`src/rtl/fifo_uart_tx_pkg.sv`:
```
// Shared UART definitions: FSM encoding, frame constants and baud arithmetic.
// The future UART RX imports this package as well.
package fifo_uart_tx_pkg;

   typedef enum logic [1:0] {
      IDLE  = 2'd0,
      START = 2'd1,
      DATA  = 2'd2,
      STOP  = 2'd3
   } tx_state_e;

   localparam int DATA_BITS = 8;
   localparam int STOP_BITS = 1;

   // Clocks per bit; integer division, so the real baud rate is slightly fast
   // when CLK_FREQ is not an exact multiple of BAUD_RATE.
   function automatic int calc_baud_div(input int clk_freq, input int baud_rate);
      return clk_freq / baud_rate;
   endfunction

   // Width of a counter spanning 0..baud_div-1 (never narrower than one bit).
   function automatic int calc_cnt_width(input int baud_div);
      return (baud_div > 1) ? $clog2(baud_div) : 1;
   endfunction

endpackage

```
`src/rtl/baud_tick_gen.sv`:
```
// Bit-period counter: counts 0..BAUD_DIV-1 while enabled and flags the last
// cycle of each bit period. Shared by the UART TX and the future RX.
module baud_tick_gen
   import fifo_uart_tx_pkg::*;
#(
   parameter int BAUD_DIV = 2   // clocks per bit, must be >= 2
) (
   input  logic clk,
   input  logic rst,
   input  logic clear,
   input  logic enable,
   output logic tick
);

   localparam int             CNT_W    = calc_cnt_width(BAUD_DIV);
   localparam logic [CNT_W-1:0] CNT_LAST = CNT_W'(BAUD_DIV - 1);

   logic [CNT_W-1:0] cnt_q;
   logic [CNT_W-1:0] cnt_d;

   // Next count: clear wins, otherwise advance and wrap at the bit boundary.
   always_comb begin
      // NOTE: every signal driven here gets a default first so no latch is inferred.
      cnt_d = cnt_q;
      tick  = enable && (cnt_q == CNT_LAST);
      if (clear) begin
         cnt_d = '0;
      end else if (enable) begin
         cnt_d = tick ? '0 : cnt_q + CNT_W'(1);
      end
   end

   // Counter register with synchronous reset.
   always_ff @(posedge clk) begin
      // NOTE: sequential state uses non-blocking assignments so every flop samples pre-edge values.
      if (rst) begin
         cnt_q <= '0;
      end else begin
         cnt_q <= cnt_d;
      end
   end

endmodule

```
`src/rtl/fifo_uart_tx.sv`:
```
// FIFO-fed UART 8N1 transmitter. Pops the show-ahead FIFO head whenever the
// line is idle or a stop bit is ending, so frames run back-to-back with no gap.
module fifo_uart_tx
   import fifo_uart_tx_pkg::*;
#(
   parameter int CLK_FREQ  = 100_000_000,
   parameter int BAUD_RATE = 9600
) (
   input  logic       clk,
   input  logic       rst,
   input  logic       fifo_empty,
   input  logic [7:0] fifo_rdata,
   output logic       fifo_pop,
   output logic       tx,
   output logic       tx_busy,
   output logic       tx_done
);

   localparam int       BAUD_DIV  = calc_baud_div(CLK_FREQ, BAUD_RATE);
   localparam logic [2:0] LAST_DATA = 3'(DATA_BITS - 1);
   localparam logic [2:0] LAST_STOP = 3'(STOP_BITS - 1);

   tx_state_e  state_q, state_d;
   logic [7:0] shift_q, shift_d;
   logic [2:0] bit_idx_q, bit_idx_d;
   logic       tx_q, tx_d;
   logic       bit_tick;
   logic       last_stop;
   logic       cnt_clear;
   logic       cnt_en;

   // Counter restarts on every pop so bit timing aligns with the frame load,
   // and sits at zero while the line is idle.
   assign cnt_en    = (state_q != IDLE);
   assign cnt_clear = fifo_pop || (state_q == IDLE);

   baud_tick_gen #(
      .BAUD_DIV (BAUD_DIV)
   ) u_baud_tick_gen (
      .clk    (clk),
      .rst    (rst),
      .clear  (cnt_clear),
      .enable (cnt_en),
      .tick   (bit_tick)
   );

   // FSM next state, pop/done strobes, shift register and next tx level.
   always_comb begin
      state_d   = state_q;
      shift_d   = shift_q;
      bit_idx_d = bit_idx_q;

      last_stop = (state_q == STOP) && bit_tick && (bit_idx_q == LAST_STOP);
      fifo_pop  = ((state_q == IDLE) || last_stop) && !fifo_empty && !rst;
      tx_done   = last_stop && !rst;

      case (state_q)
         IDLE: begin
            if (fifo_pop) state_d = START;
         end
         START: begin
            if (bit_tick) state_d = DATA;
         end
         DATA: begin
            if (bit_tick) begin
               shift_d = {1'b0, shift_q[7:1]};
               if (bit_idx_q == LAST_DATA) begin
                  bit_idx_d = '0;
                  state_d   = STOP;
               end else begin
                  bit_idx_d = bit_idx_q + 3'd1;
               end
            end
         end
         STOP: begin
            if (bit_tick) begin
               if (bit_idx_q == LAST_STOP) begin
                  bit_idx_d = '0;
                  state_d   = fifo_pop ? START : IDLE;
               end else begin
                  bit_idx_d = bit_idx_q + 3'd1;
               end
            end
         end
         default: state_d = IDLE;
      endcase

      // The head byte is captured on the pop edge; later rdata changes are ignored.
      if (fifo_pop) shift_d = fifo_rdata;

      // tx is registered from the next state so the line lines up with it.
      case (state_d)
         START:   tx_d = 1'b0;
         DATA:    tx_d = shift_d[0];
         default: tx_d = 1'b1;
      endcase
   end

   // State, shift register, bit index and line register.
   always_ff @(posedge clk) begin
      if (rst) begin
         state_q   <= IDLE;
         // NOTE: the shift register is plain flops, not a memory, so it is reset with the rest of the datapath.
         shift_q   <= '0;
         bit_idx_q <= '0;
         tx_q      <= 1'b1;
      end else begin
         state_q   <= state_d;
         shift_q   <= shift_d;
         bit_idx_q <= bit_idx_d;
         tx_q      <= tx_d;
      end
   end

   assign tx      = tx_q;
   assign tx_busy = (state_q != IDLE);

endmodule

```
`config.mk`:
```
export PLATFORM = sky130hd
export DESIGN_NAME = fifo_uart_tx
export DESIGN_NICKNAME = d
export VERILOG_FILES = /design/src/rtl/fifo_uart_tx_pkg.sv /design/src/rtl/baud_tick_gen.sv /design/src/rtl/fifo_uart_tx.sv
export SDC_FILE = /design/constraint.sdc
export NUM_CORES = 1
export LEC_CHECK = 0
export ABC_AREA = 1
export CAP_MARGIN = 20
export CORE_MARGIN = 2
export CORE_UTILIZATION = 35
export CTS_CLUSTER_SIZE = 16
export DETAILED_ROUTE_END_ITERATION = 12
export SYNTH_ARGS = -nofsm -noshare
export SYNTH_HDL_FRONTEND = slang
export SYNTH_SLANG_ARGS = --single-unit
```
`constraint.sdc`:
```
create_clock -name clk -period 1.82 [get_ports clk]
set_input_delay 0.273 -clock clk [delete_from_list [all_inputs] [get_ports clk]]
set_output_delay 0.273 -clock clk [all_outputs]
set_load 0.1 [all_outputs]
```
==> results of run 1 <==
critical path: stages (launching register included):
cell and delay (ns):
dfxtp_2 0.33, inv_2 0.05, ha_1 0.13, inv_1 0.03, or2_4 0.24, nor2_4 0.12, nand3_4 0.10, nand2_4 0.09
nand3_4 0.07, clkinvlp_4 0.10, buf_12 0.17
layer usage:
layer | part of all wire (%) | vias to the layer above
li1 | - | 751
met1 | 48 | 639
met2 | 48 | 23
met3 | 2.9 | 4
met4 | 0.82 | 0
met5 | 0 | -
layout make-up:
class                           count  area, um2
Timing Repair Buffer               34      329.1
Clock buffer                        4      55.05
Inverter                           35      135.1
Multi-Input combinational cell    150      907.1
Tap cell                           52      65.06
Sequential cell                    28      568.0
Fill cell                         425       2205
cell usage after synthesis (all sizes together):
library cell | instances | area, um2
a211oi | 3 | 22.52
a21oi | 6 | 37.54
buf | 2 | 22.52
clkbuf | 1 | 3.750
dfxtp | 28 | 560.5
ha | 4 | 50.05
inv | 35 | 131.4
nand2 | 37 | 146.4
nand3 | 17 | 110.1
nand4 | 9 | 56.30
nor2 | 47 | 204.0
nor3 | 7 | 35.03
nor3b | 1 | 7.510
o21ai | 9 | 52.55
or2 | 2 | 15.02
xnor2 | 1 | 8.760
xor2 | 7 | 61.31
state kept, by name, indices dropped and copies added (netlist names):
register               flops
bit_idx_q                  3
u_baud_tick_gen.cnt_q     14
state_q                    2
tx                         1
shift_q                    8
worst paths after layout:
check | start | endpoint | slack (ns) | cells after the start
max | bit_idx_q[0] | fifo_pop | -0.17 | 10
min | shift_q[7] | shift_q[7] | 0.49 | 2
max reg2reg | bit_idx_q[0] | tx | 0.04 | 14
min reg2reg | shift_q[7] | shift_q[7] | 0.49 | 2
timing repair:
item | in CTS | in global routing
cloned | 0 | 0
pin swaps | 3 | 7
endpoints found under the setup margin | 2 | 22
hold endpoints to repair | 0 | 0
gates resized for setup | 4 | 17
setup buffers | 7 | 3
hold buffers | 0 | 0
cell families (layout without fill, tap and decap cells):
family	Yosys count	after routing	synth area share [%]
buffers and inverters	38	73	10.34
flip-flops	28	28	36.75
adder cells (fa/ha/maj)	4	4	3.282
AO/OA/AOI/OAI	18	18	7.383
XOR/XNOR	8	8	4.594
AND/OR/NAND/NOR	120	120	37.65
per-stage QoR:
step | hold slack, ns | setup slack [ns] | power, mW | instances | cell area, um2
2_1_floorplan | 0.3571 | -0.1206 | 0.7467 | 216 | 1569
3_3_place_gp | 0.4269 | 0.06404 | 0.8053 | 289 | 1851
3_5_place_dp | 0.4330 | 0.04471 | 0.8056 | 289 | 1851
4_1_cts | 0.4903 | -0.1488 | 1.215 | 300 | 1977
5_1_grt | 0.5285 | -0.2397 | 1.268 | 303 | 2059
6_report | 0.4868 | -0.1667 | 1.203 | 303 | 2059
report_power, final:
group,switching [mW],internal (mW),total (mW)
combinational,0.105,0.0746,0.179
sequential,0.00705,0.627,0.634
clock,0.197,0.194,0.390
total,0.308,0.895,1.20
layout by cell type (no fill, tap or decap), types with 4 or more instances in the layout:
master,synthesis,layout
inv_2,1,4
o21ai_0,5,5
nand2_1,34,28
nand4_1,9,9
nand2_2,3,7
nor2_4,1,4
inv_1,34,30
nand3_1,12,10
dfxtp_2,0,6
nor2_1,38,36
nor2_2,8,7
nand3_2,5,5
clkdlybuf4s50_1,0,10
nor3_1,7,6
clkbuf_8,0,4
buf_4,0,18
xor2_1,7,7
dfxtp_1,28,22
==> qor.yml, run 1 <==
cells_and_area:
  drive_gt1_share_pct: 29.88
  syn_to_final_growth_pct: 35.03
  utilization_pct: 48.30
  fin_nets: 267
  insertedDiodeCount: 0
critical_path:
  startpoint_type: "flop"
  crit_required_ns: 1.55
  critical_path_class: "flop to output port"
  crit_arrival_ns: 1.71
  end_kind: "output port"
  path_max_fanout: 3
power:
  p_leak_nw: 0.7887
  power_density_nw_per_um2: 584.2
  ir_drop_uv: 402.6
placed_design:
  hpwl_mm: 2.460
  io_buffers: 14
  routabilityCongestion: 0.8695
grt:
  antenna_found_initial: 0
  overflow: 0
  grt_pass1_wl_mm: 5.844
  grt_util_met2_pct: 24.34
  grt_use_total_pct: 14.35
  use_met1_pct: 19.29
  use_met3_pct: 3.463
  grt_start_max_net_pins: 16
  grt_busiest_layer: "met2"
  grt_pass1_vias: 1350
sta:
  layout_min_cycle_time_ns: 1.987
  relSlewSlack_pct: 77.52
  grt_setup_unrepaired: "yes"
  worst_slack_ns: -0.1667
  fin_skew_ns: 0.003523
  hold_violations: 0
  post-route-period-util_pct: 109.2
  max_freq_ghz: 0.5034
  setup_tns_ns: -0.1979
  tightestPinTransition_ns: 0.3362
  slew_violations: 0
  setup_violations: 2
synthesis:
  postSynthNetCount: 231
  yosysUniqueCellTypes: 26
  ys_warn_count: 0
  seq_area_frac_synth_pct: 36.75
  synth_area_um2: 1525
  synth_cells: 216
  postSynthAreaPerCell_um2: 7.061
  ys_seq_elements: 28
min_path:
  hp-class: "flop to flop"
run_status:
  outcome: "finished, violations left"
  violations: "negative setup slack"
routing:
  wl_per_cell_um: 10.89
  remaining_drc_errors: 0
  drtIter0Drc: 60
  wirelength_mm: 3.300
  viasPerCell: 4.677
  firstDrtPassIters: 4
  final_antenna_net_count: 0
  num_vias: 1417
die:
  start_util_pct: 35.77
  io_pins: 15
  fp.dieArea_um2: 4902
  rows: 24
  core_um2: 4264
  die_h_um: 70.02
  die_w_um: 70.02
flow_run:
  cap_violations: 0
clock_tree:
  insertion_delay_ns: 0.27
  cts.sinks: 28
  clockBufferDepth: 2
  cts_buffers: 3
  tritoncts: "done"
  clk_pin_slew_ns: 0.10
  root_buffer: "clkbuf_8"
  htree_levels: 1
Power figures use the tool's default switching activity.
==> inputs of run 2 (changes only) <==
--- a/config.mk
+++ b/config.mk
@@ -5,10 +5,9 @@
 export SDC_FILE = /design/constraint.sdc
 export NUM_CORES = 1
 export LEC_CHECK = 0
-export ABC_AREA = 1
-export CAP_MARGIN = 20
 export CORE_MARGIN = 2
 export CORE_UTILIZATION = 35
+export CTS_CLUSTER_DIAMETER = 40
 export CTS_CLUSTER_SIZE = 16
 export DETAILED_ROUTE_END_ITERATION = 12
 export SYNTH_ARGS = -nofsm -noshare
==> run 2 against run 1 <==
The flow still finishes with violations (negative setup slack). Worst hold slack worse by 0.011 ns. Maximum frequency rose by 0.66%. Synthesized cell count decreased by 27%. Via count shrank 14%. Critical path depth down 5. Non-clock buffer count up 6. Largest cell class unchanged.
==> qor.yml, run 2 <==
run_status:
  outcome: "finished, violations left"
  violations: "negative setup slack"
placed_design:
  hpwl_mm: 2.220  # -9.8%
  place_area_um2: 1735  # -6.2%
  io_buffers: 14  # unchanged
  routabilityCongestion: 0.8424  # -3.1%
clock_tree:
  tritoncts: "done"
  clockBufferDepth: 2  # unchanged
  insertion_delay_ns: 0.28  # about the same
  root_buffer: "clkbuf_8"
  cts.sinks: 28  # unchanged
  cts_hold_buf: 0  # unchanged
  htree_levels: 1  # unchanged
  cts_buffers: 3  # unchanged
  clk_pin_slew_ns: 0.10  # about the same
cells_and_area:
  final_area_um2: 1881  # -8.7%
  largest_register_ffs: 14  # unchanged
  syn_to_final_growth_pct: 40.07
  drive_gt1_share_pct: 28.50  # -1.4 points
  final_common_cell: "buf_4"
  fin_nets: 209  # -22%
  insertedDiodeCount: 0  # unchanged
  reg_top3: "u_baud_tick_gen.cnt_q (14), shift_q (8), bit_idx_q (3)"
  top_register: "u_baud_tick_gen.cnt_q"
  final_cell_mix: "buf_4, dfxtp_1, nor2_1, nand2_1, clkdlybuf4s50_1"
sta:
  hold_violations: 0  # unchanged
  setup_tns_ns: -0.2210  # -0.02308 ns
  max_freq_ghz: 0.5067  # +0.66%
  relSlewSlack_pct: 76.00  # -1.5 points
  worst_slack_ns: -0.1535  # +0.01312 ns
  slew_violations: 0  # unchanged
  grt_setup_unrepaired: "yes"
  layout_min_cycle_time_ns: 1.974  # -0.01312 ns
  tightestPinTransition_ns: 0.3596  # +0.02346 ns
  setup_violations: 2  # unchanged
  fin_skew_ns: 0.006107  # +0.002583 ns
  post-route-period-util_pct: 108.4  # -0.72 points
grt:
  grt_pass1_vias: 1139  # -16%
  overflow: 0  # unchanged
  grt_start_max_net_pins: 16  # unchanged
  grt_use_total_pct: 15.33  # +0.97 points
  antenna_found_initial: 0  # unchanged
  grt_pass1_wl_mm: 5.161  # -12%
synthesis:
  synth_cells: 158  # -27%
  yosysUniqueCellTypes: 34  # +31%
  synth_edf_count: 0  # unchanged
  synth_top_area_cell: "dfxtp_1"
  synth_flop_cell: "dfxtp_1"
  ys_seq_elements: 28  # unchanged
  synth.most_common_cell: "dfxtp_1"
  postSynthNetCount: 173  # -25%
  synthTopCellsByCount: "dfxtp_1, nor2_1, nand2_1"
  yosysTopAreaCellShare_pct: 41.75  # +5.0 points
  seq_area_frac_synth_pct: 41.75  # +5.0 points
  synth_area_um2: 1343  # -12%
  postSynthAreaPerCell_um2: 8.497  # +20%
  async_flop_share_pct: 0  # unchanged
  ys_warn_count: 0  # unchanged
  synthTopCellsByArea: "dfxtp_1, nor2_1, xor2_1"
critical_path:
  crit_arrival_ns: 1.70  # about the same
  crit_chain: "ha_4 > and4_4 > and4_4 > nor3b_4 > buf_12"
  critical_path_class: "flop to output port"
  startpoint_type: "flop"
  startpoint: "u_baud_tick_gen.cnt_q[0]"
  reg2reg_from: "u_baud_tick_gen.cnt_q[0]"
  r2r_end: "shift_q[6]"
  r2r_cells: 7  # -7
  crit_required_ns: 1.55  # about the same
  max_stage_delay_ns: 0.37  # +0.04 ns
  ff2ff_setup_slack_ns: 0.06  # +0.02 ns
  crit_path_end: "tx_done"
  end_kind: "output port"
  cp_slowest_cell: "dfxtp_2"
  path_max_fanout: 5  # +2
  cpMostUsedCell: "and4_4"
die:
  die_w_um: 65.94  # -5.8%
  die_h_um: 65.94  # -5.8%
  fp.dieArea_um2: 4347  # -11%
  io_pins: 15  # unchanged
  rows: 22  # -8.3%
  core_um2: 3661  # -14%
  start_util_pct: 36.67  # +0.90 points
routing:
  wirelength_mm: 3.071  # -6.9%
  viasPerCell: 5.046  # +7.9%
  final_antenna_net_count: 0  # unchanged
  met3_length_um: 106  # +10%
  wl_per_cell_um: 12.74  # +17%
  top_layer_used: "met4"
  remaining_drc_errors: 0  # unchanged
  num_vias: 1216  # -14%
  wl_met2_mm: 1.471  # -6.8%
  firstDrtPassIters: 4  # unchanged
  drtIter0Drc: 29  # -52%
  met1_length_mm: 1.443  # -9.6%
power:
  ir_drop_uv: 351.2  # -13%
  p_leak_nw: 0.7382  # -6.4%
  power_density_nw_per_um2: 638.5  # +9.3%
flow_run:
  cap_violations: 0  # unchanged
min_path:
  hp-class: "flop to flop"
run 2: changes by cell type in the layout (fill, tap and decap cells not counted), moves of 6 or more:
cell     previous run  this run
inv_1              30         4
nor2_1             36        21
nand2_2             7         0
nor2_2              7         1
nand2_1            28        18
buf_4              18        26
run 2: cell families (layout without fill, tap and decap cells):
logic type	count (synthesis)	count (layout)	share of synthesized area, %
buffers and inverters	14	49	4.660
AOI/OAI and AO/OA	21	21	10.63
DFF	28	28	41.75
muxes	3	3	2.330
adders and majority gates	4	4	3.728
and+or+nand+nor	75	75	28.42
xor gates and xnor gates	13	13	8.481
run 2: worst min-delay path by stage:
stage | start | endpoint | slack, ns | cells after the start
after global routing | bit_idx_q[0] | bit_idx_q[0] | 0.50 | 2
final | bit_idx_q[1] | bit_idx_q[1] | 0.48 | 2
after floorplan | fifo_rdata[7] | shift_q[7] | 0.41 | 2
after global placement | shift_q[5] | shift_q[5] | 0.46 | 2
after detailed placement | shift_q[3] | shift_q[3] | 0.46 | 2
after CTS | shift_q[3] | shift_q[3] | 0.48 | 2
run 2: worst max-delay path: cells and delay by family, from the launching register on:
| kind | cells | cell delay (ns) |
|---|---|---|
| adder cells (fa/ha/maj) | 1 | 0.13 |
| buffers and inverters | 1 | 0.21 |
| flip-flops | 1 | 0.37 |
| AND/OR/NAND/NOR | 3 | 0.70 |
run 2: area by class of cell:
| cell class | count | area [um2] |
|---|---|---|
| fill | 334 | 1780 |
| multi-input combinational | 116 | 809.5 |
| tap | 48 | 60.06 |
| inverter | 5 | 22.52 |
| sequential | 28 | 566.8 |
| clock buffer | 4 | 55.05 |
| timing repair buffer | 40 | 366.6 |
run 2: repair_timing:
item / CTS / global route
gates resized for setup: 6 / 12
cloned: 0 / 0
endpoints found under the setup margin: 9 / 9
endpoints found under the hold margin: 0 / 0
pin swaps: 4 / 6
buffers inserted: 0 / 3
run 2: layer usage:
metal	GRT usage [%]	vias to the layer above
met5	0	-
met1	20.34	571
met3	2.385	5
met2	24.49	25
met4	6.888	0
li1	-	615
run 2: stage by stage:
| step | hold slack [ns] | std cells | utilization [%] | power, mW | setup WS, ns |
|---|---|---|---|---|---|
| detailed placement | 0.4609 | 234 | 47.40 | 0.7994 | -0.02232 |
| global placement | 0.4571 | 234 | 47.40 | 0.7968 | 0.02835 |
| floorplan | 0.4090 | 158 | - | 0.7421 | -0.3944 |
| finish | 0.4758 | 241 | 51.37 | 1.201 | -0.1535 |
| CTS | 0.4759 | 238 | 49.32 | 1.189 | -0.1867 |
| global route | 0.4957 | 241 | 51.37 | 1.235 | -0.2098 |
run 2: power by group:
part	total (mW)	switching, mW	internal (mW)
clock	0.402	0.207	0.194
sequential	0.641	0.0119	0.629
combinational	0.158	0.0868	0.0708
==> inputs of run 3 (changes only) <==
--- a/config.mk
+++ b/config.mk
@@ -10,6 +10,7 @@
 export CTS_CLUSTER_DIAMETER = 40
 export CTS_CLUSTER_SIZE = 16
 export DETAILED_ROUTE_END_ITERATION = 12
+export SETUP_SLACK_MARGIN = 0.2
 export SYNTH_ARGS = -nofsm -noshare
 export SYNTH_HDL_FRONTEND = slang
 export SYNTH_SLANG_ARGS = --single-unit
==> run 3 against run 2 <==
The run still ends with negative setup slack left. Clock skew increased by 0.0016 ns. Routed wire length increased by 5.1%. Utilization increased by 1.8 points. Non-clock buffer count up 1. Maximum frequency rose by 2.6%. Final cell count is 0.41% higher. Cell area grew 3.6%. First-iteration DRC count increased by 110%. Critical endpoint unchanged. Highest routed layer unchanged.
==> qor.yml, run 3 (synthesized netlist as in run 2, its figures left out) <==
grt:
  grt_start_max_net_pins: 17  # +1
  overflow: 0  # unchanged
  grt_pass1_wl_mm: 5.244  # +1.6%
  grt_pass1_vias: 1160  # +1.8%
  antenna_found_initial: 0  # unchanged
  grt_use_total_pct: 15.49  # +0.17 points
critical_path:
  path_max_fanout: 4  # -1
  reg2reg_from: "u_baud_tick_gen.cnt_q[1]"
  startpoint_type: "flop"
  crit_required_ns: 1.55  # about the same
  max_stage_delay_ns: 0.36  # about the same
  critical_path_class: "flop to output port"
  crit_arrival_ns: 1.65  # -0.05 ns
  crit_chain: "ha_4 > and4_1 > and4_4 > nor3b_4 > buf_12"
  end_kind: "output port"
  cp_slowest_cell: "dfxtp_2"
  startpoint: "u_baud_tick_gen.cnt_q[1]"
sta:
  layout_min_cycle_time_ns: 1.923  # -0.05034 ns
  slew_violations: 0  # unchanged
  grt_setup_unrepaired: "yes"
  tightestPinTransition_ns: 0.4781  # +0.1185 ns
  fin_hold_ws_ns: 0.4735  # -0.002309 ns
  max_freq_ghz: 0.5200  # +2.6%
  hold_violations: 0  # unchanged
  setup_violations: 2  # unchanged
  fin_skew_ns: 0.007720  # +0.001613 ns
  relSlewSlack_pct: 68.12  # -7.9 points
  post-route-period-util_pct: 105.7  # -2.8 points
  worst_slack_ns: -0.1032  # +0.05034 ns
die:
  die_w_um: 65.94  # unchanged
  fp.dieArea_um2: 4347  # unchanged
  die_h_um: 65.94  # unchanged
  rows: 22  # unchanged
  io_pins: 15  # unchanged
  start_util_pct: 36.67  # unchanged
  core_um2: 3661  # unchanged
power:
  seqPwrFrac_pct: 49.6  # -3.8 points
  ir_drop_uv: 517.5  # +47%
  switching_share_pct: 23.07  # -2.4 points
  p_leak_nw: 0.7584  # +2.7%
  clockPowerShare_pct: 37.9  # +4.4 points
  p_comb_share_pct: 12.5  # -0.6 points
  power_density_nw_per_um2: 664.0  # +4.0%
  p_int_mw: 0.9951  # +11%
  total_power_mw: 1.294  # +7.7%
  p_switching_mw: 0.2984  # -2.5%
routing:
  final_antenna_net_count: 0  # unchanged
  viasPerCell: 5.091  # +0.90%
  num_vias: 1232  # +1.3%
  wl_per_cell_um: 13.34  # +4.7%
  firstDrtPassIters: 4  # unchanged
  remaining_drc_errors: 0  # unchanged
  wirelength_mm: 3.228  # +5.1%
  drtIter0Drc: 62  # +110%
run_status:
  violations: "negative setup slack"
  outcome: "finished, violations left"
cells_and_area:
  insertedDiodeCount: 0  # unchanged
  reg_top3: "u_baud_tick_gen.cnt_q (14), shift_q (8), bit_idx_q (3)"
  filler_cell_count: 316  # -5.4%
  top_register: "u_baud_tick_gen.cnt_q"
  final_area_um2: 1948  # +3.6%
  syn_to_final_growth_pct: 45.11
  largest_register_ffs: 14  # unchanged
  final_cell_mix: "dfxtp_1, buf_4, nor2_1, nand2_1, clkdlybuf4s50_1"
  drive_gt1_share_pct: 32.99  # +4.5 points
  fin_nets: 210  # +0.48%
min_path:
  hp-start: "shift_q[7]"
  hp-class: "flop to flop"
clock_tree:
  clk_pin_slew_ns: 0.10  # about the same
  tritoncts: "done"
  insertion_delay_ns: 0.28  # about the same
  htree_levels: 1  # unchanged
  root_buffer: "clkbuf_8"
  cts_buffers: 3  # unchanged
  cts.sinks: 28  # unchanged
  clockBufferDepth: 2  # unchanged
placed_design:
  place_area_um2: 1728  # -0.43%
  hpwl_mm: 2.320  # +4.5%
  dp_slack_ns: 0.03933  # +0.06165 ns
  io_buffers: 14  # unchanged
  routabilityCongestion: 0.7894  # -6.3%
flow_run:
  cap_violations: 0  # unchanged
[run 3: cell types whose count changed in the layout (fill, tap and decap cells not counted), sizes merged]
cell    previous run  this run
buf               30        31
bufinv             0         1
clkbuf             4         3
[run 3: worst paths after layout]
kind	endpoint	slack, ns	cells after the start
worst max-delay path	tx_done	-0.10	5
worst min-delay path	shift_q[7]	0.47	2
worst max register to register	tx	0.01	8
worst min register to register	shift_q[7]	0.47	2
[run 3: layout make-up]
type                            instances  area, um2  share of cell area (%)
Clock buffer                            3      41.29                   2.119
Sequential cell                        28      565.5                   29.03
Timing Repair Buffer                   41      385.4                   19.78
Clock inverter                          1      30.03                   1.541
Multi-Input combinational cell        116      843.3                   43.29
Tap cell                               48      60.06                   3.083
Inverter                                5      22.52                   1.156
[run 3: what timing repair did]
| item | CTS | global route |
|---|---|---|
| hold buffers | 0 | 0 |
| resized for setup | 12 | 15 |
| endpoints found under the setup margin | 25 | 29 |
| buffers inserted | 4 | 3 |
| pin swaps | 6 | 10 |
| gates cloned | 0 | 0 |
[run 3: critical path, delay by kind of cell (launching register included)]
family / cells / cell delay (ns)
and+or+nand+nor: 3 / 0.67
DFF: 1 / 0.36
buffers and inverters: 1 / 0.20
adders and majority gates: 1 / 0.14
[run 3: metal layers]
| metal | track usage, % | share of wire (%) |
|---|---|---|
| met5 | 0 | 0 |
| met4 | 3.061 | 0.37 |
| met3 | 3.237 | 3.3 |
| met2 | 25.51 | 49 |
| met1 | 21.06 | 47 |
[run 3: power groups by stage]
stage / clock network (mW) / logic (mW) / registers, mW
2_1_floorplan: 0 / 0.0820 / 0.662
3_3_place_gp: 0 / 0.145 / 0.653
3_5_place_dp: 0 / 0.147 / 0.654
4_1_cts: 0.501 / 0.154 / 0.640
5_1_grt: 0.528 / 0.173 / 0.643
6_report: 0.490 / 0.162 / 0.641
[run 3: through the flow]
step	util [%]	std cells	TNS [ns]
detailed placement	47.20	231	0
global route	53.21	242	-0.6844
finish	53.21	242	-0.1591
CTS	51.13	239	-0.2027
global placement	47.20	231	0
floorplan	-	158	-0.6980
